<file path="config.mk">
export PLATFORM = sky130hd
export DESIGN_NAME = mlp_sequencer
export DESIGN_NICKNAME = d
export VERILOG_FILES = /design/src/rtl/mlp_pkg.sv /design/src/rtl/mlp_phase_counter.sv /design/src/rtl/mlp_sequencer.sv
export SDC_FILE = /design/constraint.sdc
export NUM_CORES = 1
export LEC_CHECK = 0
export CORE_MARGIN = 2
export CORE_UTILIZATION = 54
export CTS_CLUSTER_SIZE = 12
export DETAILED_ROUTE_END_ITERATION = 8
export HOLD_SLACK_MARGIN = 0.03
export PLACE_DENSITY = 0.79
export SLEW_MARGIN = 20
export SYNTH_ARGS = -nofsm -noshare
export SYNTH_HDL_FRONTEND = slang
export SYNTH_SLANG_ARGS = --single-unit
export TNS_END_PERCENT = 5
</file>
<file path="constraint.sdc">
create_clock -name clk -period 2.8 [get_ports clk]
set_input_delay 0.28 -clock clk [delete_from_list [all_inputs] [get_ports clk]]
set_output_delay 0.28 -clock clk [all_outputs]
set_load 0.01 [all_outputs]
</file>
<file path="src/rtl/mlp_pkg.sv">
// Shared state encoding and phase-timing helpers for the MLP layer sequencer.
package mlp_pkg;

  typedef enum logic [3:0] {
    IDLE         = 4'd0,
    LOAD_WEIGHT  = 4'd1,
    LOAD_ACT     = 4'd2,
    COMPUTE      = 4'd3,
    DRAIN        = 4'd4,
    TRANSFER     = 4'd5,
    NEXT_LAYER   = 4'd6,
    WAIT_WEIGHTS = 4'd7,
    DONE         = 4'd8,
    ERROR        = 4'd9
  } state_t;

  localparam int unsigned STATE_W = 4;

  // Cycles needed to flush partial sums out of an array_n x array_n systolic array.
  function automatic int unsigned drain_cycles(input int unsigned array_n);
    return 2 * array_n + 3;
  endfunction

endpackage

</file>
<file path="src/rtl/mlp_phase_counter.sv">
// Saturating phase counter with synchronous clear, count enable and terminal-match flag.
module mlp_phase_counter #(
  parameter int unsigned W = 8
) (
  input  logic         clk,
  input  logic         reset_n,
  input  logic         clr,
  input  logic         en,
  input  logic [W-1:0] term,
  output logic [W-1:0] cnt,
  output logic         at_term
);

  logic [W-1:0] cnt_q, cnt_d;

  always_comb begin
    cnt_d = cnt_q;
    if (clr) begin
      cnt_d = '0;
    end else if (en && (cnt_q != '1)) begin
      cnt_d = cnt_q + W'(1);
    end
  end

  always_ff @(posedge clk or negedge reset_n) begin
    if (!reset_n) begin
      cnt_q <= '0;
    end else begin
      cnt_q <= cnt_d;
    end
  end

  assign cnt     = cnt_q;
  assign at_term = (cnt_q == term);

endmodule

</file>
<file path="src/rtl/mlp_sequencer.sv">
// Layer-by-layer control sequencer for a systolic-array MLP engine: weight load,
// activation load, compute, drain, activation transfer and inter-layer handshakes.
module mlp_sequencer
  import mlp_pkg::*;
#(
  parameter int unsigned ARRAY_N      = 2,
  parameter int unsigned MAX_LAYERS   = 8,
  parameter int unsigned CNT_W        = 6,
  parameter int unsigned AP_LAT       = 4,
  parameter int unsigned WAIT_TIMEOUT = 255
) (
  input  logic                            clk,
  input  logic                            reset_n,
  input  logic                            start,
  input  logic                            abort,
  input  logic [$clog2(MAX_LAYERS+1)-1:0] num_layers,
  input  logic [CNT_W-1:0]                vec_len,
  input  logic                            weights_ready,
  input  logic                            act_ready,
  output logic [3:0]                      state,
  output logic [$clog2(MAX_LAYERS)-1:0]   layer,
  output logic                            buf_sel,
  output logic                            wf_pop,
  output logic [ARRAY_N-1:0]              capture_col,
  output logic                            ub_rd_ready,
  output logic                            mmu_valid,
  output logic                            refill_en,
  output logic                            busy,
  output logic                            done,
  output logic                            err_timeout,
  output logic                            err_cfg
);

  localparam int unsigned NLW    = $clog2(MAX_LAYERS + 1);
  localparam int unsigned LYW    = $clog2(MAX_LAYERS);
  // The phase counter must span both the longest COMPUTE phase
  // (vec_len + ARRAY_N - 1, which overflows CNT_W) and the full wait timeout.
  localparam int unsigned RUN_W  = CNT_W + 1;
  localparam int unsigned WAIT_W = $clog2(WAIT_TIMEOUT + 1);
  localparam int unsigned CW     = (RUN_W > WAIT_W) ? RUN_W : WAIT_W;

  state_t           state_q, state_d;
  logic [LYW-1:0]   layer_q, layer_d;
  logic             buf_sel_q, buf_sel_d;
  logic [NLW-1:0]   num_layers_q, num_layers_d;
  logic [CNT_W-1:0] vec_len_q, vec_len_d;
  logic             err_timeout_q, err_timeout_d;
  logic             err_cfg_q, err_cfg_d;

  logic [CW-1:0]    cnt;
  logic [CW-1:0]    term;
  logic             at_term;
  logic             cnt_clr;
  logic             busy_int;
  logic             kill;
  logic             cfg_bad;

  assign busy_int = !(state_q inside {IDLE, DONE, ERROR});
  assign kill     = abort && busy_int;
  assign cfg_bad  = (num_layers == '0) || (num_layers > NLW'(MAX_LAYERS)) || (vec_len == '0);
  assign cnt_clr  = (state_d != state_q);

  mlp_phase_counter #(
    .W (CW)
  ) u_phase_cnt (
    .clk     (clk),
    .reset_n (reset_n),
    .clr     (cnt_clr),
    .en      (busy_int),
    .term    (term),
    .cnt     (cnt),
    .at_term (at_term)
  );

  // Last cnt value of each timed phase.
  always_comb begin
    term = '0;
    case (state_q)
      LOAD_WEIGHT:  term = CW'(ARRAY_N);
      COMPUTE:      term = CW'(vec_len_q) + CW'(ARRAY_N - 2);
      DRAIN:        term = CW'(drain_cycles(ARRAY_N) - 1);
      TRANSFER:     term = CW'(AP_LAT - 1);
      WAIT_WEIGHTS: term = CW'(WAIT_TIMEOUT - 1);
      default:      term = '0;
    endcase
  end

  always_ff @(posedge clk or negedge reset_n) begin
    if (!reset_n) begin
      state_q       <= IDLE;
      layer_q       <= '0;
      buf_sel_q     <= 1'b0;
      num_layers_q  <= '0;
      vec_len_q     <= '0;
      err_timeout_q <= 1'b0;
      err_cfg_q     <= 1'b0;
    end else begin
      state_q       <= state_d;
      layer_q       <= layer_d;
      buf_sel_q     <= buf_sel_d;
      num_layers_q  <= num_layers_d;
      vec_len_q     <= vec_len_d;
      err_timeout_q <= err_timeout_d;
      err_cfg_q     <= err_cfg_d;
    end
  end

  always_comb begin
    state_d       = state_q;
    layer_d       = layer_q;
    buf_sel_d     = buf_sel_q;
    num_layers_d  = num_layers_q;
    vec_len_d     = vec_len_q;
    err_timeout_d = err_timeout_q;
    err_cfg_d     = err_cfg_q;
    case (state_q)
      IDLE: begin
        if (start && !abort) begin
          num_layers_d  = num_layers;
          vec_len_d     = vec_len;
          layer_d       = '0;
          buf_sel_d     = 1'b0;
          err_timeout_d = 1'b0;
          err_cfg_d     = cfg_bad;
          state_d       = cfg_bad ? ERROR : LOAD_WEIGHT;
        end
      end
      LOAD_WEIGHT: begin
        if (at_term) state_d = (layer_q == '0) ? LOAD_ACT : COMPUTE;
      end
      LOAD_ACT: begin
        if (act_ready) state_d = COMPUTE;
      end
      COMPUTE: begin
        if (at_term) state_d = DRAIN;
      end
      DRAIN: begin
        if (at_term) begin
          state_d = ((NLW'(layer_q) + NLW'(1)) < num_layers_q) ? TRANSFER : DONE;
        end
      end
      TRANSFER: begin
        if (at_term) state_d = NEXT_LAYER;
      end
      NEXT_LAYER: begin
        state_d   = WAIT_WEIGHTS;
        buf_sel_d = ~buf_sel_q;
        layer_d   = layer_q + LYW'(1);
      end
      WAIT_WEIGHTS: begin
        if (weights_ready) begin
          state_d = LOAD_WEIGHT;
        end else if (at_term) begin
          state_d       = ERROR;
          err_timeout_d = 1'b1;
        end
      end
      DONE:    state_d = IDLE;
      ERROR:   if (!start) state_d = IDLE;
      default: state_d = IDLE;
    endcase
    // Abort overrides every transition and any bookkeeping it would have done.
    if (kill) begin
      state_d       = IDLE;
      layer_d       = layer_q;
      buf_sel_d     = buf_sel_q;
      err_timeout_d = err_timeout_q;
    end
  end

  always_comb begin
    state       = state_q;
    layer       = layer_q;
    buf_sel     = buf_sel_q;
    busy        = busy_int;
    done        = (state_q == DONE);
    err_timeout = err_timeout_q;
    err_cfg     = err_cfg_q;
    wf_pop      = 1'b0;
    capture_col = '0;
    ub_rd_ready = 1'b0;
    mmu_valid   = 1'b0;
    refill_en   = 1'b0;
    if (!kill) begin
      case (state_q)
        LOAD_WEIGHT: begin
          wf_pop = 1'b1;
          for (int unsigned k = 0; k < ARRAY_N; k++) begin
            capture_col[k] = (cnt == CW'(k + 1));
          end
        end
        COMPUTE: begin
          ub_rd_ready = (cnt < CW'(vec_len_q));
          mmu_valid   = (cnt >= CW'(ARRAY_N));
        end
        DRAIN: begin
          mmu_valid = 1'b1;
          refill_en = 1'b1;
        end
        TRANSFER: refill_en = 1'b1;
        default: ;
      endcase
    end
  end

endmodule

</file>
-- After elaboration in Yosys (flattened, before gate mapping)
Index checks and enable logic that the tools add are counted.
Widths: inputs -> output; s select.
- add/subtract/negate cells: 3
- magnitude comparators: 4
- eq/ne operators: 17
- muxes and demuxes: 34
- bitwise gates (word level): 2
- reductions and logical operators: 19
- operators by type and width (cell ; number):
    $mux 4 ; 12
    $pmux 8 s5 ; 1
    $pmux 4 s9 ; 1
    $eq 4x3->1 const B ; 4
    $mux 8 ; 2
    $mux 1 ; 11
    $add 8x1->8 const B ; 1
    $eq 4x2->1 const B ; 2
    $eq 4x4->1 const B ; 2
    $eq 8x1->1 const B ; 1
    $eq 8x2->1 const B ; 1
    $eq 8x8->1 ; 1
    $ge 8x2->1 const B ; 1
    $logic_not 4->1 ; 2
    $lt 8x6->1 ; 1
    $ne 8x8->1 const B ; 1
    $logic_not 6->1 ; 1
    $pmux 1 s2 ; 3
    $pmux 3 s2 ; 1
    $reduce_bool 2->1 ; 3
    $reduce_and 5->1 ; 1
    $add 3x1->4 const B ; 1
    $eq 4x1->1 const B ; 1
    $gt 4x4->1 const B ; 1
    other kinds (16) ; 23
- flip-flop bits (word level): 28
- input port bits: 16
- output and inout port bits: 18
- word-level logic and storage cells: 87

-- Depth between registers and ports, before layout
Gate-level depths: netlist (run 1).
- depth after elaboration: 9
- gate-level depth with buffers: 9
- mapped depth without buffers: 9

-- Hierarchy
A second synthesis (run 1) with hierarchy kept.
- cells, all modules: 237
- area, all modules: 2158.3 µm²
- by module, submodules not included (module ; instances ; cells an instance ; area each (µm²) ; sequential area each (µm²)):
    mlp_sequencer ; 1 ; 178 ; 1555.2 ; 500.5
    mlp_phase_counter ; 1 ; 59 ; 603.1 ; 200.2

-- Worst setup path after synthesis (run 1)
No wires, ideal clock.
- path type: register to register
- from: register state_q[2], in the netlist state[2]
- to: register state_q[1], in the netlist state[1]
- setup time: 0.082 ns
- arrival time: 2.126 ns
- data required time: 2.718 ns
- slack: 0.592 ns
- cell stages (with the launch flop): 8
- buffers on the path: 1
- clock period less this slack: 2.208 ns
- cell sequence: dfrtp_1 or4b_1 a211o_1 a211oi_2 nand4_1 buf_6 or3b_1 a31oi_1
- longest elaborated chain between the ends: 7
- elaborated cells between the ends (all ways): 23
- those cells by class: eq/ne: 10; mux: 9; reduce/logical: 4
- ends and longest elaborated chain (element ; RTL line ; RTL):
    start, declared ; mlp_sequencer.sv:42 ; state_t state_q, state_d;
    start signal, assigned ; mlp_sequencer.sv:98 ; state_q <= state_d;
    $eq 4x3->1 (tied with other cells) ; mlp_sequencer.sv:78, mlp_sequencer.sv:116 ;
    $pmux 8 s5 ; mlp_sequencer.sv:78 ; case (state_q)
    $eq 8x8->1 ; mlp_phase_counter.sv:34 ; assign at_term = (cnt_q == term);
    $mux 4 ; mlp_sequencer.sv:153 ; end else if (at_term) begin
    $mux 4 ; mlp_sequencer.sv:151 ; if (weights_ready) begin
    $pmux 4 s9 ; mlp_sequencer.sv:116 ; case (state_q)
    $mux 4 (*) ; mlp_sequencer.sv:163 ; if (kill) begin
    named net state_d[1] ; mlp_sequencer.sv:42 ;
Mark *: on every way through the listed nets, which the timed path passes. The rest lies on a longest branch.
A chain may end at the register's enable or synchronous reset.

-- Worst setup path after layout (run 1)
- from: register state_q[2], in the netlist state[2]
- to: register state_q[2], in the netlist state[2]
The elaborated chain is that of the path after synthesis.

==> metrics.yaml, run 1 <==
worst_hold_path:
  min_path_type: "in -> async"
global_route:
  grt_pass1_wl_mm: 9.07
  grt.overflow.total: 0
  track_usage_pct: 26.6
  grt_util_met2_pct: 43.1
  grt_max_degree: 29
  grt_pass1_vias: 1921
  gr-max-usage-layer: "met2"
  met3_usage_pct: 4.73
  grtUsageMet1_pct: 36.8
  antenna_found_initial: 0
worst_setup_path:
  endpoint_kind: "flop"
  cpPeakStageDelay_ns: 0.51
  cp.required_ns: 2.95
  path_class: "reg -> reg"
  arrival_ns: 2.70
  crit_path_start_kind: "flop"
  timing.critical_path.buf_inv: 2
  cpLargestDelayFamily: "simple AND/OR/NAND/NOR gates"
  path_cells: "buf_4, nor4bb_1, a221oi_1, a211oi_2, nand4_1, buf_4, a221oi_1"
  slowest_stage: "nor4bb_1"
  path_max_fanout: 17
clocking:
  clkSinkCount: 28
  cts_tree: "done"
  clock_path_buffers: 2
  clk_pin_slew_ns: 0.10
  cts_root_buffer: "clkbuf_8"
  cts_made_buffers: 3
  post_cts_buffers: 0
  insertion_delay_ns: 0.28
  h-tree-depth: 1
timing:
  relSlewSlack_pct: 57.9
  finalSetupTns_ns: 0
  hold_viol_final: 0
  worstMarginPinSlew_ns: 0.628
  drv_slew: 0
  timing.hold.ws_ns: 0.382
  fin_crit_sh_pct: 91.1
  max_freq_mhz: 392
  grt_setup_unrepaired: "false"
  min_period_ns: 2.55
  clock_skew_ns: 0.00551
  final-setup-viol-count: 0
final_layout:
  antenna_cells: 0
  nNetsFinal: 320
  seqCellArea_um2: 702
  multi_input_area_um2: 1270
  drive_above_1_share_pct: 8.97
  area_growth_pct: 22.4
  fill_cells: 329
yosys:
  syn_avg_cell_area_um2: 8.40
  synth-async-reset-ratio_pct: 100
  syn_area_um2: 2120
  yosysSeqAreaShare_pct: 33.1
  ys_ff_latch: 28
  ys.warnings.count: 0
  syn_inst: 252
  synth_fp_nets: 281
  synth_cell_types: 57
  synth_flop_cell: "dfrtp_1"
  synth_edf_count: 0
floorplanning:
  core_area_um2: 3720
  dieArea_um2: 4440
  die_x_um: 66.6
  die_h_um: 66.6
  design.portCount: 34
  initial_core_util_pct: 57.0
  rows: 22
route:
  final_antenna_net_count: 0
  dr_total_vias: 2041
  routed_via_density: 6.04
  detail_route.wl_per_cell_um: 15.9
  drt-total-wl_mm: 5.37
  route.detailed.drc: 0
  drt-pass1-iter-count: 5
  drt_iter0_drc: 287
run:
  cap_violations: 0
placement:
  gp_congestion: 0.958
  io_buffers: 33
  place_hpwl_mm: 3.99
power_and_ir_drop:
  clkPwrFrac_pct: 13.6
  vdd.ir_drop.worst_mv: 0.433
  p_leak_nw: 1.13
  powerDensity_nw_per_um2: 918
  combinationalPowerShare_pct: 57.6
  switching_power_w: 0.00103
  internal-power_w: 0.00134
  p_seq_share_pct: 28.7
  power_switching_share_pct: 43.5
  power_w: 0.00238
outcome:
  outcome: "complete, no violations"
## final timing paths
| check | slack [ns] | endpoint | depth (start not counted) | start |
|---|---|---|---|---|
| hold / removal | 0.38 | layer[0] | 2 | reset_n |
| setup reg to reg | 0.25 | state[2] | 7 | state[2] |
| hold reg to reg | 0.50 | num_layers_q[0] | 2 | num_layers_q[0] |
| min in group clk | 0.50 | num_layers_q[0] | 2 | num_layers_q[0] |
| setup / recovery | 0.25 | state[2] | 7 | state[2] |
| max in group asynchronous | 2.12 | u_phase_cnt.cnt[0] | 2 | reset_n |
## cell families (layout without fill, tap and decap cells)
group,count (synthesis),count (layout),synth area share (%)
muxes,1,1,0.473
DFF,28,28,33.1
and+or+nand+nor,106,106,26.2
adders and majority gates,13,13,7.68
AOI/OAI and AO/OA,65,65,21.2
buffers and inverters,29,67,7.21
xor gates and xnor gates,10,10,4.14
## cells in the mapped netlist (5+ instances only)
| cell | instances | share of area [%] |
|---|---|---|
| a21oi_1 | 8 | 1.9 |
| dfrtp_1 | 28 | 33 |
| ha_1 | 13 | 7.7 |
| inv_1 | 18 | 3.2 |
| nand2_1 | 28 | 5.0 |
| nand2b_1 | 6 | 1.8 |
| nand3_1 | 6 | 1.4 |
| nand4_1 | 5 | 1.5 |
| nor2_1 | 20 | 3.5 |
| nor3_1 | 12 | 2.8 |
| o21ai_0 | 20 | 4.7 |
| xnor2_1 | 6 | 2.5 |
## per-stage QoR
stage | instance area, um^2 | util, % | worst slack (ns) | instances
5_1_grt | 2590 | 69.7 | 0.0811 | 338
3_5_place_dp | 2510 | 67.6 | 0.280 | 334
4_1_cts | 2580 | 69.5 | 0.0223 | 338
2_1_floorplan | 2120 | - | 0.592 | 252
6_report | 2590 | 69.7 | 0.249 | 338
3_3_place_gp | 2510 | 67.6 | 0.335 | 334
## registers in the layout (all words and copies together), names as in the netlist
register	count
buf_sel	1
layer	3
err_timeout	1
num_layers_q	4
u_phase_cnt.cnt	8
vec_len_q	6
state	4
err_cfg	1
## power groups by stage
| stage | sequential (W) | clock [W] | combinational [W] |
|---|---|---|---|
| floorplan | 0.000656 | 0 | 0.000967 |
| global placement | 0.000681 | 0 | 0.00133 |
| detailed placement | 0.000686 | 0 | 0.00135 |
| CTS | 0.000678 | 0.000329 | 0.00136 |
| global route | 0.000701 | 0.000344 | 0.00153 |
| finish | 0.000684 | 0.000324 | 0.00137 |
## per-layer routing
layer	vias up	share of wire, %
met5	-	0
met1	971	44
li1	976	-
met3	4	8.0
met4	0	0.80
met2	90	47
## cell usage in the layout, fill, tap and decap left out, drive strengths merged, types with 5 or more instances in the layout
master and count:
dfrtp 28, xnor2 6, buf 12, nand3 6, a211oi 5, nand2 28
ha 13, a21oi 8, nor3 12, o21ai 20, nand4 5, nor2 20
inv 18, nand2b 6, clkdlybuf4s50 32
## worst reg2reg max path, stage by stage (launching register included)
cell and delay [ns]:
dfrtp_1 0.46, buf_4 0.23, nor4bb_1 0.51, a221oi_1 0.19, a211oi_2 0.17, nand4_1 0.25
buf_4 0.25, a221oi_1 0.37
## final cells by class
class,instances,area share [%]
Inverter,18,2.61
Timing Repair Buffer,45,16.3
Sequential cell,28,27.1
Clock inverter,1,1.16
Clock buffer,3,1.59
Multi-Input combinational cell,195,48.9
Tap cell,48,2.32
## what timing repair did
| action | 4_1_cts | 5_1_grt |
|---|---|---|
| hold buffers | 0 | 0 |
| endpoints found under the setup margin | 0 | 3 |
| gates resized for setup | 0 | 4 |
No activity file was read; power rests on OpenSTA's default activity.
==> run 2, diff against run 1 <==
- clock period: 2.8 -> 2.81 ns (I/O delays scaled with it)
==> metrics.yaml, run 2 (same netlist as run 1, synthesis figures left out) <==
power_and_ir_drop:
  p_leak_nw: 1.13
  powerDensity_nw_per_um2: 893
  vdd.ir_drop.worst_mv: 0.491
clocking:
  clk_pin_slew_ns: 0.10
  cts_root_buffer: "clkbuf_8"
  clkSinkCount: 28
  cts_tree: "done"
  h-tree-depth: 1
  insertion_delay_ns: 0.28
  cts_made_buffers: 3
  clock_path_buffers: 2
route:
  route.detailed.drc: 0
  drt-pass1-iter-count: 6
  drt_iter0_drc: 264
  dr_total_vias: 2002
  final_antenna_net_count: 0
  routed_via_density: 5.92
  drt-total-wl_mm: 5.28
  detail_route.wl_per_cell_um: 15.6
timing:
  finalSetupTns_ns: 0
  drv_slew: 0
  max_freq_mhz: 396
  hold_viol_final: 0
  worstMarginPinSlew_ns: 0.555
  fin_crit_sh_pct: 89.9
  final-setup-viol-count: 0
  min_period_ns: 2.53
  clock_skew_ns: 0.00984
  grt_setup_unrepaired: "false"
  relSlewSlack_pct: 62.9
worst_setup_path:
  path_max_fanout: 13
  endpoint_kind: "output port"
  cp.required_ns: 2.53
  crit_path_start_kind: "flop"
  crit_path_end: "capture_col[1]"
  arrival_ns: 2.24
  startpoint: "state[2]"
  path_class: "reg -> out"
  r2r_end: "u_phase_cnt.cnt[1]"
  rrSetupSlack_ns: 0.30
  ff2ff_path_depth: 9
  r2r-start: "layer[0]"
final_layout:
  fin_cells: 338
  seqCellArea_um2: 701
  largest_reg_flops: 8
  area_growth_pct: 21.9
  final_cell_mix: "clkdlybuf4s50_1 (32), nand2_1 (28), dfrtp_1 (28)"
  multi_input_area_um2: 1270
  drive_above_1_share_pct: 8.97
  final_common_cell: "clkdlybuf4s50_1"
  fill_cells: 322
  nNetsFinal: 320
  antenna_cells: 0
global_route:
  antenna_found_initial: 0
  grt_pass1_wl_mm: 9.00
  grt_pass1_vias: 1856
  track_usage_pct: 26.8
  grt.overflow.total: 0
  grt_max_degree: 29
run:
  cap_violations: 0
outcome:
  outcome: "complete, no violations"
floorplanning:
  design.portCount: 34
  die_x_um: 66.6
  rows: 22
  dieArea_um2: 4440
  initial_core_util_pct: 57.0
  core_area_um2: 3720
  die_h_um: 66.6
placement:
  io_buffers: 33
  gp_congestion: 0.960
  place_hpwl_mm: 4.00
  dp.cells: 334
worst_hold_path:
  min_path_type: "in -> async"
## run 2: cell type report
class	count	area share, %
Clock buffer	4	2.13
Inverter	18	2.62
Multi-Input combinational cell	195	49.4
Sequential cell	28	27.2
Tap cell	48	2.33
Timing Repair Buffer	45	16.4
## run 2: power breakdown
part | internal [W] | switching (W) | total (W)
Combinational | 0.000621 | 0.000750 | 0.00137
Sequential | 0.000531 | 0.000153 | 0.000684
Clock | 0.000125 | 0.000123 | 0.000249
Total | 0.00128 | 0.00103 | 0.00230
## run 2: layer usage
| layer | up-vias | wire length, um | global-route usage (%) |
|---|---|---|---|
| met2 | 72 | 2500 | 43.3 |
| met3 | 8 | 322 | 3.89 |
| li1 | 978 | - | - |
| met5 | - | 0 | 0 |
| met4 | 0 | 59 | 6.12 |
| met1 | 944 | 2400 | 38.1 |
## run 2: how the worst min path moves through the flow
stage / slack (ns) / to / startpoint / cells past startpoint
finish: 0.37 / layer[2] / reset_n / 2
global route: 0.41 / buf_sel / reset_n / 2
CTS: 0.39 / buf_sel / reset_n / 2
detailed placement: 0.47 / num_layers_q[0] / num_layers_q[0] / 2
global placement: 0.46 / num_layers_q[0] / num_layers_q[0] / 2
floorplan: -0.01 / buf_sel / reset_n / 0
## run 2: what timing repair did
action                     CTS  global route
buffers inserted             0             0
setup endpoints to repair    0             4
hold buffers                 0             0
gates resized for setup      0             3
## run 2: through the flow
stage / total power, W / hold WS [ns] / utilization, % / worst slack [ns] / area [um^2]
2_1_floorplan: 0.00162 / -0.0146 / - / 0.602 / 2120
3_3_place_gp: 0.00201 / 0.459 / 67.6 / 0.324 / 2510
3_5_place_dp: 0.00203 / 0.466 / 67.6 / 0.291 / 2510
4_1_cts: 0.00229 / 0.387 / 69.1 / 0.0481 / 2570
5_1_grt: 0.00252 / 0.409 / 69.4 / 0.0423 / 2580
6_report: 0.00230 / 0.369 / 69.4 / 0.284 / 2580
## run 2: worst max-delay path, stage by stage (launching register included)
cell             delay [ns]
dfrtp_1                0.50
buf_4                  0.23
nor2_2                 0.31
and3_1                 0.25
and3_1                 0.15
clkdlybuf4s50_1        0.53
